===== config.mk =====
export PLATFORM = sky130hd
export DESIGN_NAME = core_ibex_rvfi_gen
export DESIGN_NICKNAME = d
export VERILOG_FILES = /design/src/rtl/core_ibex_rvfi_gen.sv
export SDC_FILE = /design/constraint.sdc
export NUM_CORES = 1
export LEC_CHECK = 0
export ABC_AREA = 0
export CAP_MARGIN = 20
export CORE_AREA = 2 2 377 379
export CTS_BUF_LIST = sky130_fd_sc_hd__clkbuf_8
export CTS_CLUSTER_SIZE = 12
export DETAILED_ROUTE_END_ITERATION = 7
export DIE_AREA = 0 0 379 381
export HOLD_SLACK_MARGIN = 0.06
export PLACE_DENSITY = 0.6
export SYNTH_ARGS = -nofsm -noshare
export SYNTH_HDL_FRONTEND = slang
export SYNTH_SLANG_ARGS = --single-unit
export TNS_END_PERCENT = 5

===== constraint.sdc =====
create_clock -name clk -period 16.6 [get_ports clk]
set_input_delay 3.32 -clock clk [delete_from_list [all_inputs] [get_ports clk]]
set_output_delay 3.32 -clock clk [all_outputs]
set_load 0.03 [all_outputs]

===== src/rtl/core_ibex_rvfi_gen.sv =====
// core_ibex_rvfi_gen
// Producer end of the RVFI retirement channel. It captures the issue-time
// context of each instruction (PC, operands, privilege mode, sampled external
// state) in a small in-order FIFO. At retirement it merges the head entry with
// the writeback/memory results and emits one registered RVFI record, which
// carries a monotonically increasing order number.
//
// Ports
//   clk, reset          clock and synchronous active-high reset
//   issue_*             issue record offered at ID; issue_ready is the accept
//   wb_*                retirement of the FIFO head plus its results
//   flush               discards all in-flight issue records
//   rvfi_*              one retirement record; rvfi_valid pulses once per record
//   pending             FIFO occupancy
//   err_retire_empty    sticky flag: a retirement arrived while the FIFO was empty
module core_ibex_rvfi_gen #(
    parameter int unsigned DEPTH       = 2,
    parameter logic [63:0] ORDER_RESET = 64'd0
) (
    input  logic                       clk,
    input  logic                       reset,
    input  logic                       issue_valid,
    output logic                       issue_ready,
    input  logic [31:0]                issue_insn,
    input  logic [31:0]                issue_pc,
    input  logic [1:0]                 issue_mode,
    input  logic                       issue_intr,
    input  logic [4:0]                 issue_rs1_addr,
    input  logic [4:0]                 issue_rs2_addr,
    input  logic [31:0]                issue_rs1_rdata,
    input  logic [31:0]                issue_rs2_rdata,
    input  logic [31:0]                issue_ext_mip,
    input  logic                       issue_ext_nmi,
    input  logic [31:0]                issue_ext_debug_req,
    input  logic [63:0]                issue_ext_mcycle,
    input  logic                       wb_valid,
    input  logic                       wb_trap,
    input  logic                       wb_halt,
    input  logic [4:0]                 wb_rd_addr,
    input  logic [31:0]                wb_rd_wdata,
    input  logic [31:0]                wb_pc_wdata,
    input  logic [31:0]                wb_mem_addr,
    input  logic [31:0]                wb_mem_rdata,
    input  logic [31:0]                wb_mem_wdata,
    input  logic [3:0]                 wb_mem_rmask,
    input  logic [3:0]                 wb_mem_wmask,
    input  logic                       flush,
    output logic                       rvfi_valid,
    output logic [63:0]                rvfi_order,
    output logic [31:0]                rvfi_insn,
    output logic                       rvfi_trap,
    output logic                       rvfi_halt,
    output logic                       rvfi_intr,
    output logic [1:0]                 rvfi_mode,
    output logic [1:0]                 rvfi_ixl,
    output logic [4:0]                 rvfi_rs1_addr,
    output logic [4:0]                 rvfi_rs2_addr,
    output logic [31:0]                rvfi_rs1_rdata,
    output logic [31:0]                rvfi_rs2_rdata,
    output logic [4:0]                 rvfi_rd_addr,
    output logic [31:0]                rvfi_rd_wdata,
    output logic [31:0]                rvfi_pc_rdata,
    output logic [31:0]                rvfi_pc_wdata,
    output logic [31:0]                rvfi_mem_addr,
    output logic [3:0]                 rvfi_mem_rmask,
    output logic [3:0]                 rvfi_mem_wmask,
    output logic [31:0]                rvfi_mem_rdata,
    output logic [31:0]                rvfi_mem_wdata,
    output logic [31:0]                rvfi_ext_mip,
    output logic                       rvfi_ext_nmi,
    output logic [31:0]                rvfi_ext_debug_req,
    output logic [63:0]                rvfi_ext_mcycle,
    output logic [$clog2(DEPTH):0]     pending,
    output logic                       err_retire_empty
);

    localparam int AW = $clog2(DEPTH);
    localparam int CW = AW + 1;

    typedef struct packed {
        logic [31:0] insn;
        logic [31:0] pc;
        logic [1:0]  mode;
        logic        intr;
        logic [4:0]  rs1_addr;
        logic [4:0]  rs2_addr;
        logic [31:0] rs1_rdata;
        logic [31:0] rs2_rdata;
        logic [31:0] ext_mip;
        logic        ext_nmi;
        logic [31:0] ext_debug_req;
        logic [63:0] ext_mcycle;
    } issue_rec_t;

    issue_rec_t        fifo_q [DEPTH];
    issue_rec_t        push_rec;
    issue_rec_t        head;
    logic [AW-1:0]     wr_ptr_q;
    logic [AW-1:0]     rd_ptr_q;
    logic [CW-1:0]     count_q;
    logic [CW-1:0]     count_d;
    logic [63:0]       order_q;
    logic              err_q;
    logic              push;
    logic              pop;

    // Retirement-side field qualification
    logic [4:0]        eff_rd_addr;
    logic [31:0]       eff_rd_wdata;
    logic [3:0]        eff_rmask;
    logic [3:0]        eff_wmask;

    assign rvfi_ixl         = 2'b01;
    assign pending          = count_q;
    assign err_retire_empty = err_q;

    // Readiness looks only at the start-of-cycle count, so a same-cycle
    // retirement never frees a slot for an issue while full.
    assign issue_ready = (count_q != CW'(DEPTH)) && !flush;
    assign push        = issue_valid && issue_ready;
    assign pop         = wb_valid && (count_q != '0);

    assign push_rec = '{
        insn:          issue_insn,
        pc:            issue_pc,
        mode:          issue_mode,
        intr:          issue_intr,
        rs1_addr:      issue_rs1_addr,
        rs2_addr:      issue_rs2_addr,
        rs1_rdata:     issue_rs1_rdata,
        rs2_rdata:     issue_rs2_rdata,
        ext_mip:       issue_ext_mip,
        ext_nmi:       issue_ext_nmi,
        ext_debug_req: issue_ext_debug_req,
        ext_mcycle:    issue_ext_mcycle
    };

    assign head = fifo_q[rd_ptr_q];

    // A trapped instruction commits neither a register nor a memory access,
    // and x0 never reports a written value.
    assign eff_rd_addr  = wb_trap ? 5'd0 : wb_rd_addr;
    assign eff_rd_wdata = (eff_rd_addr == 5'd0) ? 32'd0 : wb_rd_wdata;
    assign eff_rmask    = wb_trap ? 4'd0 : wb_mem_rmask;
    assign eff_wmask    = wb_trap ? 4'd0 : wb_mem_wmask;

    // Storage entries carry no reset; occupancy is tracked by count_q.
    for (genvar gi = 0; gi < DEPTH; gi++) begin : g_entry
        always_ff @(posedge clk) begin
            if (push && (wr_ptr_q == AW'(gi))) begin
                fifo_q[gi] <= push_rec;
            end
        end
    end

    always_comb begin
        count_d = count_q;
        if (flush) begin
            count_d = '0;
        end else if (push && !pop) begin
            count_d = count_q + CW'(1);
        end else if (pop && !push) begin
            count_d = count_q - CW'(1);
        end
    end

    always_ff @(posedge clk) begin
        if (reset) begin
            wr_ptr_q <= '0;
            rd_ptr_q <= '0;
            count_q  <= '0;
            order_q  <= ORDER_RESET;
            err_q    <= 1'b0;
        end else begin
            count_q <= count_d;
            if (flush) begin
                wr_ptr_q <= '0;
                rd_ptr_q <= '0;
            end else begin
                if (push) wr_ptr_q <= wr_ptr_q + AW'(1);
                if (pop)  rd_ptr_q <= rd_ptr_q + AW'(1);
            end
            if (pop) order_q <= order_q + 64'd1;
            if (wb_valid && (count_q == '0)) err_q <= 1'b1;
        end
    end

    // Record register: fields update only on retirement and otherwise hold.
    always_ff @(posedge clk) begin
        if (reset) begin
            rvfi_valid         <= 1'b0;
            rvfi_order         <= '0;
            rvfi_insn          <= '0;
            rvfi_trap          <= 1'b0;
            rvfi_halt          <= 1'b0;
            rvfi_intr          <= 1'b0;
            rvfi_mode          <= '0;
            rvfi_rs1_addr      <= '0;
            rvfi_rs2_addr      <= '0;
            rvfi_rs1_rdata     <= '0;
            rvfi_rs2_rdata     <= '0;
            rvfi_rd_addr       <= '0;
            rvfi_rd_wdata      <= '0;
            rvfi_pc_rdata      <= '0;
            rvfi_pc_wdata      <= '0;
            rvfi_mem_addr      <= '0;
            rvfi_mem_rmask     <= '0;
            rvfi_mem_wmask     <= '0;
            rvfi_mem_rdata     <= '0;
            rvfi_mem_wdata     <= '0;
            rvfi_ext_mip       <= '0;
            rvfi_ext_nmi       <= 1'b0;
            rvfi_ext_debug_req <= '0;
            rvfi_ext_mcycle    <= '0;
        end else begin
            rvfi_valid <= pop;
            if (pop) begin
                rvfi_order         <= order_q;
                rvfi_insn          <= head.insn;
                rvfi_trap          <= wb_trap;
                rvfi_halt          <= wb_halt;
                rvfi_intr          <= head.intr;
                rvfi_mode          <= head.mode;
                rvfi_rs1_addr      <= head.rs1_addr;
                rvfi_rs2_addr      <= head.rs2_addr;
                rvfi_rs1_rdata     <= head.rs1_rdata;
                rvfi_rs2_rdata     <= head.rs2_rdata;
                rvfi_rd_addr       <= eff_rd_addr;
                rvfi_rd_wdata      <= eff_rd_wdata;
                rvfi_pc_rdata      <= head.pc;
                rvfi_pc_wdata      <= wb_pc_wdata;
                rvfi_mem_addr      <= wb_mem_addr;
                rvfi_mem_rmask     <= eff_rmask;
                rvfi_mem_wmask     <= eff_wmask;
                rvfi_mem_rdata     <= (eff_rmask == 4'd0) ? 32'd0 : wb_mem_rdata;
                rvfi_mem_wdata     <= (eff_wmask == 4'd0) ? 32'd0 : wb_mem_wdata;
                rvfi_ext_mip       <= head.ext_mip;
                rvfi_ext_nmi       <= head.ext_nmi;
                rvfi_ext_debug_req <= head.ext_debug_req;
                rvfi_ext_mcycle    <= head.ext_mcycle;
            end
        end
    end

endmodule

==> results.yml, run 1 <==
clock_tree:
  cts_resized: 0
  cts_buffers: 185
  cts_tree: "built"
  cts_root_buffer: "clkbuf_8"
  clock_tree.buffer_depth: 3
  cts_max_level: 4
  clk_latency_ps: 860
  post-cts-setup-buffers: 0
  clock_sinks: 1119
  cts-hold-fix-buffers: 0
  clk_pin_slew_ps: 50
detailed_routing:
  routed_via_density: 4.52
  antenna_left: 0
  drt_iter0_markers: 1410
  wl_per_cell_um: 18.6
  firstDrtPassIters: 7
  wirelength_mm: 114
  route.vias.total: 27693
  drc_errors: 0
floorplanning:
  core-area_um2: 141000
  initial_core_util: 0.279
  io_pins: 966
  die-height_um: 381
  die_w_um: 379
  dieArea_um2: 144000
  core.rowCount: 138
synth:
  synth_ff_type: "dfxtp_1"
  synth-seq-cells: 1119
  synth.distinct_cells: 37
  syn_area_um2: 39200
  seq_area_frac_synth: 0.709
  synth-simple-area-share: 0.0955
  netlist_instances: 3119
  synth_nets: 3571
  synth_fa_ha_area_frac: 0.000638
  synth_compound_area_frac: 0.0958
  synth_top_area_cell: "edfxtp_1"
  synth_top_family_by_area: "compound AO/OA/AOI/OAI gates"
  netlist.area_leader.share: 0.413
  muxShareOfSynthArea: 0.0689
  synth_edf_count: 540
  yosys_warnings: 0
  synthXorXnorAreaFrac: 0.00781
  synthArstFlopShare: 0
  postSynthAreaPerCell_um2: 12.6
  synth_area_leaders: "edfxtp_1 (41%), dfxtp_1 (30%), mux2i_1 (6.9%)"
critical_path:
  cp_num_cells: 3
  crit_top_cell: "clkdlybuf4s50_1"
  crit_path_max_fanout: 5
  max_stage_delay_ps: 730
  crit_buf_inv: 2
  cp.required_ps: 13280
  reg2reg_depth: 7
  crit_start: "flush"
  crit_type: "in2out"
  path_delay_family: "buffers and inverters"
  crit_path_top_delay_cell: "clkdlybuf4s50_1"
  arrival_ps: 4820
  cp-start-kind: "input port"
  crit_chain: "clkdlybuf4s50_1, a21oi_1, clkdlybuf4s50_1"
  cp-end-kind: "output pin"
  rrSetupSlack_ps: 12330
  reg2reg_to: "rvfi_ext_mip[13]"
  r2r_start: "pending[1]"
  crit_end: "issue_ready"
placed_design:
  port_buffers: 963
  place_hpwl_mm: 76.5
  gp_congestion: 0.806
  pre_cts_ws_ps: 8460
timing:
  max_freq_mhz: 123
  rsz0062_at_grt: "false"
  setup_viol: 0
  fin_skew_ps: 47.1
  fin_setup_tns_ps: 0
  tightest_slew_ps: 1100
  postLayoutSetupSlackWorst_ps: 8460
  slew_violations: 0
  slew_headroom: 0.267
  min_period_ps: 8140
  hold_viol: 0
  post-route-period-util: 0.490
cells_and_area:
  utilization: 0.387
  drive_above_1_share: 0.0646
  syn_to_final_growth_pct: 38.5
  fin_nets: 4529
  layout_common_cells: "clkdlybuf4s50_1 (962), dfxtp_1 (578), edfxtp_1 (540), nor2_1 (386), nand2_1 (318)"
  final_common_cell: "clkdlybuf4s50_1"
pwr:
  power_density_nw_per_um2: 110
  irDropWorstVdd_v: 0.0000741
  p_leak_nw: 17.4
grt:
  grt_usage: 0.151
  antenna_found_initial: 28
  grt-ovfl-total: 0
  grt_pass1_wl_mm: 166
  grt_pass1_vias: 26753
  grt_max_degree: 207
min_path:
  hold_class: "reg2reg"
  worstHoldStart: "rvfi_rd_wdata[2]"
  hold_depth: 2
job:
  max_cap_viol_count: 0
status:
  status: "finished, final reports clean"
## per-stage QoR
step | power (mW) | hold slack (ps) | instance area [um^2] | std cells
after floorplan | 3.41 | 437 | 39200 | 3119
after global placement | 3.70 | 438 | 50700 | 5780
after detailed placement | 3.71 | 444 | 50700 | 5780
after CTS | 6.07 | 451 | 54300 | 6119
after global routing | 6.23 | 467 | 54300 | 6128
final | 5.97 | 451 | 54300 | 6131
## routing by layer
metal	vias to the layer above	share of wire	track usage
met4	30	0.027	0.0557
li1	13331	-	-
met5	-	0.0018	0
met1	13217	0.39	0.169
met2	904	0.48	0.252
met3	211	0.10	0.0666
## worst min-delay path by stage
stage                       endpoint  slack (ps)
global placement    rvfi_rd_wdata[5]         440
global route        rvfi_pc_wdata[1]         470
finish              rvfi_rd_wdata[2]         450
detailed placement  rvfi_rd_wdata[6]         440
floorplan             rvfi_order[63]         440
CTS                 rvfi_rd_wdata[6]         450
## worst min-delay path, cell delays in order (launching register included)
cell and delay, ps:
dfxtp_1 300, nand2_1 50, a21oi_1 50
## cell type report
| cell class | count | area (um^2) |
|---|---|---|
| fill | 13615 | 86200 |
| sequential | 1119 | 27800 |
| multi-input combinational | 1769 | 10600 |
| timing repair buffer | 992 | 9940 |
| clock buffer | 208 | 2860 |
| tap | 1890 | 2360 |
| clock inverter | 131 | 717 |
| inverter | 10 | 45.0 |
| antenna | 12 | 30.0 |
## cells by family after synthesis
family          after synthesis
flops                      1119
simple gates                881
mux                         270
buf+inv                     231
other cells                   2
compound gates              579
fa+ha+maj                     2
xor+xnor                     35
## power by group
group	switching, mW	internal [mW]	total [mW]
sequential	0.0430	3.00	3.04
combinational	0.347	0.261	0.607
clock	1.12	1.20	2.32
total	1.51	4.46	5.97
## cell usage after synthesis, types with 3 or more instances
master    instances
nor4_1            8
or3_1            27
xnor2_1          12
and4_1            9
o21ai_0          24
dfxtp_1         579
and3_1            7
mux2i_1         270
and2_1            3
or4_1             8
xor2_1           23
nand3_1          48
a211oi_1        270
inv_1             9
nor4_2            3
a21oi_1         211
nand4_1          31
nor3b_1          13
o31ai_1           8
a22oi_1          64
buf_1             7
nor3_1           14
nor2_1          387
clkbuf_1        212
nand2_1         318
edfxtp_1        540
## sequential cells by signal, summed over array words and instances, names as in the netlist, 64 cells and up
register,count
fifo_q,540
order_q,64
rvfi_ext_mcycle,64
rvfi_order,64
No activity file was read; power rests on OpenSTA's default activity.
==> run 2, diff against run 1 <==
--- a/config.mk
+++ b/config.mk
@@ -13,7 +13,7 @@
 export DETAILED_ROUTE_END_ITERATION = 7
 export DIE_AREA = 0 0 379 381
 export HOLD_SLACK_MARGIN = 0.06
-export PLACE_DENSITY = 0.6
+export PLACE_DENSITY = 0.58
 export SYNTH_ARGS = -nofsm -noshare
 export SYNTH_HDL_FRONTEND = slang
 export SYNTH_SLANG_ARGS = --single-unit
==> constraint.sdc (replaced) <==
create_clock -name clk -period 8.21 [get_ports clk]
set_input_delay 1.642 -clock clk [delete_from_list [all_inputs] [get_ports clk]]
set_output_delay 1.642 -clock clk [all_outputs]
set_load 0.03 [all_outputs]
==> run 2 against run 1 <==
Compared with the run above: power is 100% higher; flip-flop and latch count stayed put; global-route usage is 0.55 points higher; critical path depth stayed put; sequential share of layout area is 0.26 points lower; combinational power is 100% higher; setup slack worse by 5000 ps; final cell count is 0.36% higher; register-to-register slack worse by 7300 ps; clock power is 110% higher; non-clock buffer count is 11 higher; core utilization is 0.19 points higher; critical path type unchanged; critical endpoint unchanged.
==> results.yml, run 2 (same netlist as run 1, synthesis figures left out) <==
grt:
  grt-ovfl-total: 0
  grt_pass1_vias: 27009
  grt_usage: 0.156
  grt_pass1_wl_mm: 171
  grt_max_degree: 207
  antenna_found_initial: 33
min_path:
  hold_class: "reg2reg"
cells_and_area:
  layout_common_cells: "clkdlybuf4s50_1 (962), dfxtp_1 (578), edfxtp_1 (540), nor2_1 (386), nand2_1 (318)"
  multi_input_area_um2: 10600
  drive_above_1_share: 0.0710
  top_register: "fifo_q"
  regArea_um2: 27800
  syn_to_final_growth_pct: 39.2
  fillCellCount: 13646
  final_common_cell: "clkdlybuf4s50_1"
  largest_reg_flops: 540
  fin_nets: 4543
  stdcell_count: 6153
critical_path:
  cp.required_ps: 6570
  crit_buf_inv: 2
  crit_path_top_delay_cell: "clkdlybuf4s50_1"
  crit_start: "flush"
  reg2reg_to: "rvfi_pc_rdata[2]"
  max_stage_delay_ps: 740
  crit_path_max_fanout: 5
  arrival_ps: 3120
  crit_top_cell: "clkdlybuf4s50_1"
  rrSetupSlack_ps: 5030
  crit_end: "issue_ready"
  r2r_start: "rd_ptr_q"
  reg2reg_depth: 4
  crit_chain: "clkdlybuf4s50_1, a21oi_1, clkdlybuf4s50_1"
  cp-start-kind: "input port"
  crit_type: "in2out"
  path_delay_family: "buffers and inverters"
  cp-end-kind: "output pin"
  cp_num_cells: 3
floorplanning:
  io_pins: 966
  die-height_um: 381
  dieArea_um2: 144000
  initial_core_util: 0.279
  core.rowCount: 138
  core-area_um2: 141000
  die_w_um: 379
timing:
  hold_viol: 0
  slew_headroom: 0.162
  tightest_slew_ps: 1260
  rsz0062_at_grt: "false"
  postLayoutSetupSlackWorst_ps: 3450
  max_freq_mhz: 210
  slew_violations: 0
  min_period_ps: 4760
  fin_skew_ps: 68.2
  setup_viol: 0
  post-route-period-util: 0.580
detailed_routing:
  wirelength_mm: 118
  route.vias.total: 27637
  drt_iter0_markers: 1428
  firstDrtPassIters: 7
  antenna_left: 0
  drc_errors: 0
  wl_per_cell_um: 19.2
  routed_via_density: 4.49
placed_design:
  gp_congestion: 0.793
  dp.cells: 5791
  port_buffers: 963
  pre_cts_ws_ps: 3210
  place_hpwl_mm: 79.9
pwr:
  power_density_nw_per_um2: 224
  p_leak_nw: 17.5
  power_mw: 12.2
  irDropWorstVdd_v: 0.000164
clock_tree:
  clock_sinks: 1119
  cts_root_buffer: "clkbuf_8"
  post-cts-setup-buffers: 0
  cts_buffers: 188
  cts-hold-fix-buffers: 0
  clk_pin_slew_ps: 60
  clock_tree.buffer_depth: 3
  cts_max_level: 4
  clk_latency_ps: 880
  cts_tree: "built"
  cts_resized: 0
job:
  max_cap_viol_count: 0
status:
  status: "finished, final reports clean"
run 2: changes by cell type in the layout (fill, tap and decap cells not counted), moves of 3 or more:
cell / previous run / this run
clkbuf_8: 208 / 219
clkinv_2: 4 / 10
inv_1: 103 / 100
buf_4: 23 / 33
run 2: worst min path at each step:
stage	start	endpoint	slack, ps	cells past startpoint
floorplan	order_q[63]	rvfi_order[63]	440	2
detailed placement	rvfi_rd_wdata[6]	rvfi_rd_wdata[6]	440	2
CTS	order_q[33]	rvfi_order[33]	450	2
global route	rvfi_order[13]	rvfi_order[13]	470	2
global placement	rvfi_rd_wdata[4]	rvfi_rd_wdata[4]	440	2
finish	rvfi_rd_wdata[6]	rvfi_rd_wdata[6]	450	2
run 2: layout make-up:
type | count | share of cell area
clock buffers | 219 | 0.0552
multi-input cells | 1769 | 0.194
well taps | 1890 | 0.0433
flip-flops and latches | 1119 | 0.509
clock inverters | 133 | 0.0137
diodes | 10 | 0.000458
inverters | 10 | 0.000825
repair buffers | 1003 | 0.184
run 2: worst register-to-register path: cells and delay by family (launching register included):
family	cells	cell delay (ps)
compound gates	1	130
buf+inv	2	1540
flops	1	800
mux	1	490
run 2: power breakdown:
part / total, mW / switching [mW] / internal, mW
combinational: 1.24 / 0.711 / 0.530
sequential: 6.16 / 0.0895 / 6.07
clock: 4.83 / 2.30 / 2.53
total: 12.2 / 3.11 / 9.12
run 2: per-layer routing:
layer  GRT usage  vias to the layer above  share of wire
met2       0.261                      878           0.48
li1            -                    13360              -
met1       0.179                    13144           0.40
met4      0.0462                       36          0.022
met5           0                        -         0.0019
met3      0.0694                      219          0.098
run 2: per-stage QoR:
stage,utilization,area (um^2),hold slack (ps),TNS (ps)
5_1_grt,0.389,54600,469,0
4_1_cts,0.388,54600,449,0
6_report,0.389,54600,447,0
3_3_place_gp,0.362,50800,438,0
3_5_place_dp,0.362,50800,443,0
2_1_floorplan,-,39200,437,-268390
==> run 3, diff against run 2 <==
==> constraint.sdc (replaced) <==
create_clock -name clk -period 4.8 [get_ports clk]
set_input_delay 0.96 -clock clk [delete_from_list [all_inputs] [get_ports clk]]
set_output_delay 0.96 -clock clk [all_outputs]
set_load 0.03 [all_outputs]
==> run 3 against run 2 <==
Compared with the run above: register-to-register slack worse by 3400 ps; setup slack got worse by 2100 ps; wire length grew 2.2%; power up 73%; critical endpoint unchanged; highest routed layer unchanged.
==> results.yml, run 3 (same netlist as run 1, synthesis figures left out) <==
timing:
  setup_viol: 0
  tightest_slew_ps: 1050
  rsz0062_at_grt: "false"
  postLayoutSetupSlackWorst_ps: 1360
  hold_viol: 0
  fin_skew_ps: 48.4
  max_freq_mhz: 290
  post-route-period-util: 0.717
  slew_violations: 0
  min_period_ps: 3440
  whs_ps: 450
  slew_headroom: 0.298
cells_and_area:
  largest_reg_flops: 540
  drive_above_1_share: 0.0796
  utilization: 0.392
  top_register: "fifo_q"
  final_common_cell: "clkdlybuf4s50_1"
  syn_to_final_growth_pct: 40.4
  fin_nets: 4570
  layout_common_cells: "clkdlybuf4s50_1 (962), dfxtp_1 (578), edfxtp_1 (540), nor2_1 (386), nand2_1 (317)"
  fillCellCount: 13605
  multi_input_area_um2: 10600
  final_area_um2: 55100
  regArea_um2: 27800
clock_tree:
  cts_resized: 0
  post-cts-setup-buffers: 0
  cts_root_buffer: "clkbuf_8"
  clk_latency_ps: 880
  cts-hold-fix-buffers: 0
  clock_tree.buffer_depth: 3
  clk_pin_slew_ps: 60
  cts_buffers: 187
  cts_max_level: 4
  cts_tree: "built"
  clock_sinks: 1119
grt:
  grt_max_degree: 203
  grt_pass1_wl_mm: 174
  grt_pass1_vias: 27507
  grt_usage: 0.160
  grt-ovfl-total: 0
  antenna_found_initial: 39
detailed_routing:
  drt_iter0_markers: 1368
  routed_via_density: 4.52
  drc_errors: 0
  route.vias.total: 27952
  wirelength_mm: 121
  antenna_left: 0
  firstDrtPassIters: 5
  wl_per_cell_um: 19.5
floorplanning:
  die-height_um: 381
  initial_core_util: 0.279
  core-area_um2: 141000
  io_pins: 966
  die_w_um: 379
  core.rowCount: 138
  dieArea_um2: 144000
pwr:
  clkPwrFrac: 0.400
  p_int_mw: 15.8
  switching_share: 0.254
  power_density_nw_per_um2: 384
  p_seq_frac: 0.498
  power_mw: 21.1
  p_leak_nw: 17.7
  irDropWorstVdd_v: 0.000300
  p_sw_mw: 5.38
  comb_power_share: 0.102
placed_design:
  place_hpwl_mm: 83.7
  port_buffers: 963
  pre_cts_ws_ps: 1030
  placed_area_um2: 51200
  gp_congestion: 0.844
status:
  status: "finished, final reports clean"
job:
  max_cap_viol_count: 0
critical_path:
  cp.required_ps: 3840
  crit_path_max_fanout: 6
  cp-end-kind: "output pin"
  crit_type: "reg2out"
  cp-start-kind: "register"
  arrival_ps: 2480
min_path:
  hold_class: "reg2reg"
==> run 3: cell types whose count changed in the layout (fill, tap and decap cells not counted), sizes merged <==
cell,delta
inv,-7
diode,+8
clkinvlp,+1
clkbuf,+5
clkinv,+1
bufinv,+1
buf,+28
==> run 3: power groups by stage <==
stage          Clock, mW  Combinational, mW  Sequential (mW)
3_3_place_gp           0               2.15             10.7
3_5_place_dp           0               2.18             10.7
4_1_cts             8.75               2.18             10.5
5_1_grt             9.18               2.31             10.6
2_1_floorplan          0              0.642             11.1
6_report            8.46               2.16             10.5
==> run 3: path summary, 6_finish.rpt <==
check / from / endpoint / slack, ps / depth (start not counted)
setup reg to reg: pending[1] / rvfi_ext_debug_req[18] / 1660 / 7
hold reg to reg: rvfi_rd_wdata[25] / rvfi_rd_wdata[25] / 450 / 2
setup / recovery: pending[0] / issue_ready / 1360 / 3
hold / removal: rvfi_rd_wdata[25] / rvfi_rd_wdata[25] / 450 / 2
==> run 3: final cells by class <==
cell class | count | area share
Sequential cell | 1119 | 0.505
Multi-Input combinational cell | 1769 | 0.192
Timing Repair Buffer | 1031 | 0.188
Clock buffer | 224 | 0.0560
Tap cell | 1890 | 0.0429
Clock inverter | 129 | 0.0139
Inverter | 10 | 0.000818
Antenna cell | 18 | 0.000818
==> run 3: layer usage <==
layer | share of wire | vias up | track usage
met5 | 0.0020 | - | 0
met4 | 0.024 | 36 | 0.0567
met3 | 0.10 | 201 | 0.0714
met2 | 0.48 | 952 | 0.265
met1 | 0.39 | 13351 | 0.181
li1 | - | 13412 | -
==> run 3: metrics by stage <==
step	instances	TNS (ps)
2_1_floorplan	3119	-326500
3_3_place_gp	5818	0
3_5_place_dp	5819	0
4_1_cts	6172	0
5_1_grt	6183	0
6_report	6190	0
==> run 3: critical path: stages (launching register included) <==
cell	delay, ps
dfxtp_1	550
inv_1	140
a21oi_4	200
clkdlybuf4s50_1	720
